### config.mk
export PLATFORM = sky130hd
export DESIGN_NAME = alu_pipe
export DESIGN_NICKNAME = d
export VERILOG_FILES = /design/src/rtl/alu_pipe.sv
export SDC_FILE = /design/constraint.sdc
export NUM_CORES = 1
export LEC_CHECK = 0
export CELL_PAD_IN_SITES_DETAIL_PLACEMENT = 1
export CELL_PAD_IN_SITES_GLOBAL_PLACEMENT = 2
export CORE_MARGIN = 5
export CORE_UTILIZATION = 39
export CTS_CLUSTER_SIZE = 14
export DETAILED_ROUTE_END_ITERATION = 10
export GPL_ROUTABILITY_DRIVEN = 0
export GPL_TIMING_DRIVEN = 0
export PLACE_DENSITY_LB_ADDON = 0.12
export SYNTH_ARGS = -nofsm -noshare
export SYNTH_HDL_FRONTEND = slang
export SYNTH_SLANG_ARGS = --single-unit
### constraint.sdc
create_clock -name clk -period 9 [get_ports clk]
set_input_delay 2.25 -clock clk [delete_from_list [all_inputs] [get_ports clk]]
set_output_delay 2.25 -clock clk [all_outputs]
set_load 0.03 [all_outputs]
### src/rtl/alu_pipe.sv
// alu_pipe: capture FSM pairing split operand beats, feeding a PIPE_STAGES-deep ALU result pipeline.
// Optional feature: define ALU_PIPE_SIGNED_EN to add signed S_ADD (cmd 11) and S_SUB (cmd 12).
//
// state  | meaning
// IDLE   | no operand pending
// WAIT_A | opb/cmd/mode/cin latched, waiting for opa
// WAIT_B | opa/cmd/mode/cin latched, waiting for opb
module alu_pipe #(
    parameter int WIDTH       = 8,
    parameter int CMD_WIDTH   = 4,
    parameter int PIPE_STAGES = 1,
    parameter int WAIT_CYCLES = 16
) (
    input  logic                   clk,
    input  logic                   rst,
    input  logic                   ce,
    input  logic                   mode,
    input  logic                   cin,
    input  logic [1:0]             inp_valid,
    input  logic [CMD_WIDTH-1:0]   cmd,
    input  logic [WIDTH-1:0]       opa,
    input  logic [WIDTH-1:0]       opb,
    output logic [2*WIDTH-1:0]     res,
    output logic                   cout,
    output logic                   oflow,
    output logic                   g,
    output logic                   l,
    output logic                   e,
    output logic                   err,
    output logic                   res_valid
);
    localparam int SH_W = $clog2(WIDTH);
    localparam logic [WIDTH:0]     ONE_W1 = (WIDTH+1)'(1);
    localparam logic [2*WIDTH-1:0] ONE_2W = (2*WIDTH)'(1);

    typedef struct packed {
        logic [2*WIDTH-1:0] res;
        logic               cout;
        logic               oflow;
        logic               g;
        logic               l;
        logic               e;
        logic               err;
    } result_t;

    typedef enum logic [1:0] {IDLE, WAIT_A, WAIT_B} state_t;

    state_t               state, state_nxt;
    logic [7:0]           timer;
    logic [WIDTH-1:0]     lat_a, lat_b;
    logic [CMD_WIDTH-1:0] lat_cmd;
    logic                 lat_mode, lat_cin;

    logic                 issue, force_err, timeout;
    logic                 latch_a, latch_b, timer_clr, timer_inc;
    logic [1:0]           need;
    logic [WIDTH-1:0]     ex_a, ex_b;
    logic [CMD_WIDTH-1:0] ex_cmd;
    logic                 ex_mode, ex_cin;
    result_t              issue_res;

    result_t              pipe_q [PIPE_STAGES];
    logic [PIPE_STAGES-1:0] pipe_v;

    // {need_b, need_a}
    function automatic logic [1:0] op_need(input logic m, input logic [CMD_WIDTH-1:0] c);
        int ci;
        ci = int'(c);
        op_need = 2'b11;
        if (m) begin
            if (ci == 4 || ci == 5)      op_need = 2'b01;
            else if (ci == 6 || ci == 7) op_need = 2'b10;
        end else begin
            if (ci == 6 || ci == 8 || ci == 9)       op_need = 2'b01;
            else if (ci == 7 || ci == 10 || ci == 11) op_need = 2'b10;
        end
    endfunction

    function automatic result_t alu_compute(input logic [WIDTH-1:0] a, input logic [WIDTH-1:0] b,
                                            input logic [CMD_WIDTH-1:0] c, input logic m,
                                            input logic cy);
        result_t            r;
        logic [WIDTH:0]     sum;
        logic [2*WIDTH-1:0] pa, pb, prod;
        logic [WIDTH-1:0]   lg;
        logic [SH_W-1:0]    amt;
        int                 ci;
        r    = '0;
        sum  = '0;
        pa   = '0;
        pb   = '0;
        prod = '0;
        lg   = '0;
        amt  = b[SH_W-1:0];
        ci   = int'(c);
        if (m) begin
            case (ci)
                0: sum = {1'b0, a} + {1'b0, b};
                1: sum = {1'b0, a} - {1'b0, b};
                2: sum = {1'b0, a} + {1'b0, b} + {{WIDTH{1'b0}}, cy};
                3: sum = {1'b0, a} - {1'b0, b} - {{WIDTH{1'b0}}, cy};
                4: sum = {1'b0, a} + ONE_W1;
                5: sum = {1'b0, a} - ONE_W1;
                6: sum = {1'b0, b} + ONE_W1;
                7: sum = {1'b0, b} - ONE_W1;
                default: sum = '0;
            endcase
            case (ci)
                0, 2, 4, 6: begin
                    r.res  = {{(WIDTH-1){1'b0}}, sum};
                    r.cout = sum[WIDTH];
                end
                1, 3, 5, 7: begin
                    r.res   = {{WIDTH{1'b0}}, sum[WIDTH-1:0]};
                    r.oflow = sum[WIDTH];
                end
                8: begin
                    r.e = (a == b);
                    r.g = (a > b);
                    r.l = (a < b);
                end
                9: begin
                    pa    = {{WIDTH{1'b0}}, a} + ONE_2W;
                    pb    = {{WIDTH{1'b0}}, b} + ONE_2W;
                    prod  = pa * pb;
                    r.res = prod;
                end
                10: begin
                    pa    = {{WIDTH{1'b0}}, a} << 1;
                    pb    = {{WIDTH{1'b0}}, b};
                    prod  = pa * pb;
                    r.res = prod;
                end
`ifdef ALU_PIPE_SIGNED_EN
                11: begin
                    lg      = a + b;
                    r.oflow = (a[WIDTH-1] == b[WIDTH-1]) && (lg[WIDTH-1] != a[WIDTH-1]);
                    r.res   = {{WIDTH{lg[WIDTH-1]}}, lg};
                end
                12: begin
                    lg      = a - b;
                    r.oflow = (a[WIDTH-1] != b[WIDTH-1]) && (lg[WIDTH-1] != a[WIDTH-1]);
                    r.res   = {{WIDTH{lg[WIDTH-1]}}, lg};
                    r.e     = (a == b);
                    r.g     = ($signed(a) > $signed(b));
                    r.l     = ($signed(a) < $signed(b));
                end
`endif
                default: r.err = 1'b1;
            endcase
        end else begin
            case (ci)
                0:  lg = a & b;
                1:  lg = ~(a & b);
                2:  lg = a | b;
                3:  lg = ~(a | b);
                4:  lg = a ^ b;
                5:  lg = ~(a ^ b);
                6:  lg = ~a;
                7:  lg = ~b;
                8:  lg = a >> 1;
                9:  lg = a << 1;
                10: lg = b >> 1;
                11: lg = b << 1;
                12: begin
                    prod  = {a, a} << amt;
                    lg    = prod[2*WIDTH-1:WIDTH];
                    r.err = |(b >> SH_W);
                end
                13: begin
                    prod  = {a, a} >> amt;
                    lg    = prod[WIDTH-1:0];
                    r.err = |(b >> SH_W);
                end
                default: r.err = 1'b1;
            endcase
            r.res = {{WIDTH{1'b0}}, lg};
        end
        return r;
    endfunction

    always_comb begin
        state_nxt = state;
        issue     = 1'b0;
        force_err = 1'b0;
        timeout   = 1'b0;
        latch_a   = 1'b0;
        latch_b   = 1'b0;
        timer_clr = 1'b0;
        timer_inc = 1'b0;
        ex_a      = opa;
        ex_b      = opb;
        ex_cmd    = cmd;
        ex_mode   = mode;
        ex_cin    = cin;
        need      = op_need(mode, cmd);
        case (state)
            IDLE: begin
                timer_clr = 1'b1;
                if (inp_valid == 2'b11) begin
                    issue = 1'b1;
                end else if (inp_valid != 2'b00) begin
                    if (need == 2'b11) begin
                        if (inp_valid[0]) begin
                            latch_a   = 1'b1;
                            state_nxt = WAIT_B;
                        end else begin
                            latch_b   = 1'b1;
                            state_nxt = WAIT_A;
                        end
                    end else begin
                        issue     = 1'b1;
                        force_err = ((need & inp_valid) != need);
                    end
                end
            end
            WAIT_A, WAIT_B: begin
                ex_cmd  = lat_cmd;
                ex_mode = lat_mode;
                ex_cin  = lat_cin;
                if (state == WAIT_A) ex_b = lat_b;
                else                 ex_a = lat_a;
                // A late operand arriving on the timeout cycle still wins.
                if ((state == WAIT_A && inp_valid[0]) || (state == WAIT_B && inp_valid[1])) begin
                    issue     = 1'b1;
                    state_nxt = IDLE;
                end else if (timer == 8'(WAIT_CYCLES)) begin
                    issue     = 1'b1;
                    timeout   = 1'b1;
                    state_nxt = IDLE;
                end else begin
                    timer_inc = 1'b1;
                end
            end
            default: state_nxt = IDLE;
        endcase
    end

    always_comb begin
        issue_res = alu_compute(ex_a, ex_b, ex_cmd, ex_mode, ex_cin);
        if (timeout) begin
            issue_res     = '0;
            issue_res.err = 1'b1;
        end else if (force_err) begin
            issue_res.err = 1'b1;
        end
    end

    always_ff @(posedge clk or posedge rst) begin
        if (rst) begin
            state    <= IDLE;
            timer    <= '0;
            lat_a    <= '0;
            lat_b    <= '0;
            lat_cmd  <= '0;
            lat_mode <= 1'b0;
            lat_cin  <= 1'b0;
        end else if (ce) begin
            state <= state_nxt;
            if (timer_clr)      timer <= '0;
            else if (timer_inc) timer <= timer + 8'd1;
            if (latch_a) lat_a <= opa;
            if (latch_b) lat_b <= opb;
            if (latch_a || latch_b) begin
                lat_cmd  <= cmd;
                lat_mode <= mode;
                lat_cin  <= cin;
            end
        end
    end

    // Stage data only moves with a valid token so the last stage holds between strobes.
    always_ff @(posedge clk or posedge rst) begin
        if (rst) begin
            pipe_v <= '0;
            for (int i = 0; i < PIPE_STAGES; i++) pipe_q[i] <= '0;
        end else if (ce) begin
            pipe_v[0] <= issue;
            if (issue) pipe_q[0] <= issue_res;
            for (int i = 1; i < PIPE_STAGES; i++) begin
                pipe_v[i] <= pipe_v[i-1];
                if (pipe_v[i-1]) pipe_q[i] <= pipe_q[i-1];
            end
        end
    end

    assign res       = pipe_q[PIPE_STAGES-1].res;
    assign cout      = pipe_q[PIPE_STAGES-1].cout;
    assign oflow     = pipe_q[PIPE_STAGES-1].oflow;
    assign g         = pipe_q[PIPE_STAGES-1].g;
    assign l         = pipe_q[PIPE_STAGES-1].l;
    assign e         = pipe_q[PIPE_STAGES-1].e;
    assign err       = pipe_q[PIPE_STAGES-1].err;
    assign res_valid = pipe_v[PIPE_STAGES-1];

endmodule

## Word-level counts from Yosys, hierarchy flattened

Index checks and enable logic that the tools add are counted.

- Register bits after elaboration: 55
- Bits in latches: 0
- Bits in writable memories: 0
- Memory bits (read-only): 0
- Logic and storage cells: 161
- Memories: 0

- Add/subtract/negate cells: 11
- $mul: 2
- Div/mod/pow operators: 0
- Magnitude comparators: 2
- Equal/unequal tests: 32
- Shift-type cells: 2
- Multiplexer cells: 61
- Bitwise operators: 9
- Reduce and logical (&&, ||, !) cells: 27

Operator list:

| operator | count |
|---|---|
| 8-bit one-hot mux with 14 select lines | 1 |
| 9-bit one-hot mux with 8 select lines | 1 |
| 16-bit one-hot mux with 4 select lines | 1 |
| 4-bit == test (second input constant) | 14 |
| 8-bit two-way mux | 6 |
| 8-bit inverter | 5 |
| 8-bit by 1-bit adder with 9-bit output (second input constant) | 4 |
| 1-bit two-way mux | 35 |
| 21-bit two-way mux | 1 |
| 2-bit two-way mux | 9 |
| 8-bit by 1-bit subtractor with 9-bit output (second input constant) | 2 |
| 4-bit by 3-bit == test with 1-bit output (second input constant) | 4 |
| 9-bit by 9-bit multiplier with 16-bit output | 1 |
| 16-bit two-way mux | 1 |
| 16-bit by 3-bit << shifter with 16-bit output | 1 |
| 16-bit by 3-bit right shift with 8-bit output | 1 |
| 8-bit by 8-bit multiplier with 15-bit output | 1 |
| 12-bit OR reduction | 1 |
| 11-bit OR reduction | 1 |
| 2-bit AND reduction | 5 |
| 8-bit by 8-bit adder with 9-bit output | 1 |
| 9-bit by 1-bit adder with 9-bit output | 1 |
| 8-bit by 8-bit subtractor with 9-bit output | 1 |
| 9-bit by 1-bit subtractor with 9-bit output | 1 |
| other kinds (30) | 47 |

## Logic depth before layout (Yosys ltp)

- Depth in word-level cells: 14
- Gate-level depth with buffers: 33

## Least setup slack after synthesis

Ideal clock, no wire load.

- Path type: input to register
- Start point: in opb[1]
- End point: reg pipe_q (netlist bit res[14])
- Data arrival time: 7.578 ns
- Required time: 8.879 ns
- Setup slack: 1.301 ns
- Stages: 23
- Cells stage by stage: mux2_2 -> buf_2 -> buf_2 -> ha_1 -> nand2_1 -> a21oi_1 -> xnor2_1 -> nand2b_1 -> fa_1 -> fa_1 -> inv_1 -> fa_1 -> inv_1 -> fa_1 -> inv_1 -> ha_1 -> o21a_1 -> a2111oi_0 -> or3_1 -> o21ai_0 -> xnor2_1 -> o22ai_1 -> a22o_1

- Longest elaborated chain between the ends: 7
- Elaborated cells between the ends (all ways): 8
- Classes of those cells: 1 x add/sub; 2 x mul; 5 x mux

Ends and longest elaborated chain:

| what | line | RTL |
|---|---|---|
| from (decl) | 22 | `input logic [WIDTH-1:0] opb,` |
| 8-bit two-way mux | 221 | `if (state == WAIT_A) ex_b = lat_b;` |
| 8-bit two-way mux * | 197 | `case (state)` |
| 8-bit by 1-bit adder with 9-bit output | 124 | `pb = {{WIDTH{1'b0}}, b} + ONE_2W;` |
| 9-bit by 9-bit multiplier with 16-bit output | 125 | `prod = pa * pb;` |
| 16-bit one-hot mux with 4 select lines * | 108 | `case (ci)` |
| 16-bit two-way mux * | 96 | `if (m) begin` |
| 21-bit two-way mux * | 241 | `if (timeout) begin` |
| to (signal, indexed assignment) | 282 | `if (pipe_v[i-1]) pipe_q[i] <= pipe_q[i-1];` |
| to (decl) | 62 | `result_t pipe_q [PIPE_STAGES];` |

Mark *: on every way between the ends. The rest lies on a longest branch, timed or not.
A chain may end at the register's enable or synchronous reset.

## Final worst setup path

- Start point: in opa[1]
- End point: reg pipe_q (netlist bit res[14])

- Longest elaborated chain between the ends: 7
- Elaborated cells between the ends (all ways): 8
- Classes of those cells: 1 x add/sub; 2 x mul; 5 x mux

Ends and longest elaborated chain:

| what | line | RTL |
|---|---|---|
| from (decl) | 21 | `input logic [WIDTH-1:0] opa,` |
| 8-bit two-way mux | 221 |  |
| 8-bit two-way mux * | 197 |  |
| 8-bit by 1-bit adder with 9-bit output | 123 | `pa = {{WIDTH{1'b0}}, a} + ONE_2W;` |
| 9-bit by 9-bit multiplier with 16-bit output | 125 |  |
| 16-bit one-hot mux with 4 select lines * | 108 |  |
| 16-bit two-way mux * | 96 |  |
| 21-bit two-way mux * | 241 |  |

Marked as above.

==> impl_results.md <==
* Placed cell areas at 0.01185 mm2
* FF+latch count, synth at 55
* TritonRoute pass-1 iters at 6
* Vias in the first global route at 11.16k
* Die Wd at 177.3 um
* R2R Setup Slk at 1.18 ns
* Tightest Pin Transition at 1.341 ns
* Initial Util at 39.42%
* Root Driver: clkbuf_16
* Die height at 177.3 um
* CP Data Arrival Time at 8.94 ns
* DP Worst Slack at -0.8996 ns
* Syn Nets at 1552
* Global-route usage over all layers at 26.96%
* Storage element area at 0.001376 mm2
* CTS tree: done
* Setup TNS at 0 ns
* Avg WL per Cell at 23.71 um
* Setup violators final at 0
* Ys flop type: dfrtp_1
* CTS Buf Count at 5
* Ys async rst share at 100.0%
* Layout cells sized above 1 at 9.411%
* Core area at 0.02771 mm2
* DPL Wire Length at 33430 um
* ANT cells at 0
* FMAX at 0.1146 GHz
* Clk buf depth at 2
* Clock latency on the worst-skew pair at 0.32 ns
* Cts hold-fix bufs at 0
* Clk pin slew, worst setup/hold paths at 0.09 ns
* Vias at 10.54k
* Critical Path Source Type: primary input
* Post-synth EDFFs at 0
* Synth Instances at 1337
* Design area at 0.01212 mm2
* Pin count of the biggest net entering global routing at 35
* Distinct cells, synth at 87
* Req. time, crit path at 9.22 ns
* Nets@finish at 1606
* Final-layout fill cell count at 3384
* Footprint of the multi-input gates at 0.008752 mm2
* Fin Clk Skew at 0.008075 ns
* H-tree depth at 2
* Routed vias/inst at 5.954
* Ports at 50
* DRT iter0 DRCs at 886
* Status: finished, final reports clean
* Post-route ant nets at 0
* Final core utilization at 43.73%
* DRC errors left at 0
* Hold Vio Cnt, Final at 0
* Area delta synth->final at 10.94%
* Syn Area/Cell at 8.168 um2
* Final Routed Wirelength at 41960 um
* Port Buffers at 44
* Worst setup EP type: flip-flop
* HP Start: g$_DFFE_PP0P_
* Antenna violations before repair at 0
* Clk sinks at 55
* Final min period at 8.724 ns
* Slew headroom at 9.929%
* Setup ws final at 0.2759 ns
* Register area share after synthesis at 12.60%
* Mapped cell area at 0.01092 mm2
* Num rows at 61
* CP Max Fanout at 11
* Final period util at 96.93%
* Synth Warn # at 0
* Die area at 0.03145 mm2
* HP Class: reg2reg
* Final Slew Violations at 0
* Max Cap Viol at 0
* Kind of critical path: in2reg
* R2r startpoint: state[1]$_DFFE_PP0P_
* GRT overflow at 0
* Crit path from: opa[1]
* Wire length of the first global-routing pass at 65420 um
## through the flow
step	hold slack, ns	cells
floorplan	0.4750	1337
global placement	0.4682	1759
detailed placement	0.4773	1760
CTS	0.4927	1768
global route	0.5340	1770
finish	0.4948	1770
## worst max-delay path, stage by stage
cell             delay [ns]
clkdlybuf4s50_1        0.50
mux2_4                 0.41
ha_2                   0.27
nand3_1                0.13
nor2_1                 0.07
a31oi_1                1.02
nand2b_1               0.23
fa_1                   0.41
inv_1                  0.09
fa_1                   0.44
fa_1                   0.49
inv_1                  0.05
fa_1                   0.53
inv_1                  0.04
ha_1                   0.34
o21a_1                 0.22
a2111oi_0              0.38
or3_1                  0.22
o21ai_0                0.12
xnor2_1                0.37
o22ai_1                0.13
a22o_1                 0.21
## cell usage after synthesis, types with 6 or more instances
| cell | n | area (um2) |
|---|---|---|
| a21oi_1 | 42 | 210.2 |
| nor2_1 | 164 | 615.6 |
| a211oi_1 | 9 | 67.56 |
| nor3b_1 | 6 | 45.04 |
| ha_1 | 102 | 1276 |
| a22oi_1 | 13 | 97.59 |
| nand3_1 | 29 | 145.1 |
| xnor2_1 | 49 | 429.2 |
| dfrtp_1 | 55 | 1376 |
| nor2b_1 | 11 | 68.82 |
| a22o_1 | 13 | 113.9 |
| clkbuf_1 | 28 | 105.1 |
| o211ai_1 | 10 | 75.07 |
| o31ai_1 | 7 | 52.55 |
| buf_2 | 22 | 110.1 |
| mux2i_1 | 29 | 290.3 |
| mux2_2 | 41 | 461.7 |
| o22ai_1 | 39 | 244.0 |
| a31oi_1 | 10 | 62.56 |
| clkinv_1 | 8 | 30.03 |
| mux4_2 | 8 | 180.2 |
| xor2_1 | 24 | 210.2 |
| fa_1 | 86 | 1722 |
| a222oi_1 | 10 | 100.1 |
| nand2_1 | 128 | 480.5 |
| nand2b_1 | 15 | 93.84 |
| nand4_1 | 15 | 93.84 |
| o21ai_0 | 47 | 235.2 |
| or2_2 | 9 | 56.30 |
| and3_1 | 10 | 62.56 |
| inv_1 | 147 | 551.8 |
| nor3_1 | 19 | 95.09 |
| a221oi_1 | 18 | 157.7 |
## state kept, by name (all words and copies together), names as in the netlist
register   flops
lat_cin        1
timer          8
lat_a          8
res           16
state          2
cout           1
e              1
lat_mode       1
lat_cmd        4
lat_b          8
oflow          1
g              1
l              1
res_valid      1
err            1
## cell families after synthesis
| logic type | after synthesis | share of synthesized area [%] |
|---|---|---|
| buf+inv | 218 | 8.020 |
| fa+ha+maj | 189 | 27.55 |
| mux | 79 | 8.639 |
| flops | 55 | 12.60 |
| xor+xnor | 76 | 6.359 |
| simple gates | 443 | 18.81 |
| compound gates | 277 | 18.01 |
## cell type report
class,count,area share (%)
Buffer,60,2.355
Clock buffer,5,1.033
Clock inverter,3,0.2582
Inverter,158,4.926
Multi-Input combinational cell,1064,72.24
Sequential cell,55,11.36
Tap cell,378,3.904
Timing Repair Buffer,47,3.924
## cell usage in the layout, fill, tap and decap left out, drive strengths merged, types with 5 or more instances in the layout
cell type / synthesis / final
dfrtp: 55 / 55
a21o: 5 / 5
and3: 10 / 10
a22o: 13 / 13
mux4: 8 / 8
a22oi: 13 / 13
mux2: 42 / 42
o211ai: 10 / 10
a221oi: 18 / 18
a21oi: 42 / 42
a31oi: 11 / 11
xnor2: 51 / 51
buf: 32 / 35
fa: 86 / 86
and2: 7 / 7
clkbuf: 28 / 33
ha: 102 / 102
mux2i: 29 / 29
o31ai: 7 / 7
a222oi: 10 / 10
clkinv: 8 / 8
o21ai: 48 / 48
nand2: 128 / 128
clkdlybuf4s50: 0 / 44
and3b: 5 / 5
inv: 150 / 152
nand4: 15 / 15
o22ai: 39 / 39
or2: 9 / 9
nand2b: 15 / 15
nor3b: 6 / 6
nor2b: 11 / 11
o221ai: 5 / 5
xor2: 24 / 24
nand3: 29 / 29
o21a: 5 / 5
nor3: 22 / 22
a211oi: 9 / 9
nor2: 167 / 167
## worst paths after layout
path,end,cells past startpoint
setup / recovery,res[14]$_DFFE_PP0P_,22
hold / removal,g$_DFFE_PP0P_,2
setup reg to reg,res[14]$_DFFE_PP0P_,27
hold reg to reg,g$_DFFE_PP0P_,2
max in group asynchronous,res[13]$_DFFE_PP0P_,3
min in group asynchronous,timer[1]$_DFFE_PP0P_,2
## per-layer routing
layer,GRT usage [%],share of wire (%),vias to the layer above
li1,-,-,4766
met3,3.792,6.4,80
met1,37.00,44,5314
met2,43.82,46,379
met5,0,0,-
met4,9.056,3.6,0
## timing repair
action                                  in CTS  in global routing
buffers inserted                             0                  2
endpoints found under the setup margin       5                  4
gates resized for setup                      7                  9
pin swaps                                    0                  1
Power is left out: the tool's default activity adds up to more than one toggle a clock period on the data nets, which glitch-free logic cannot reach.
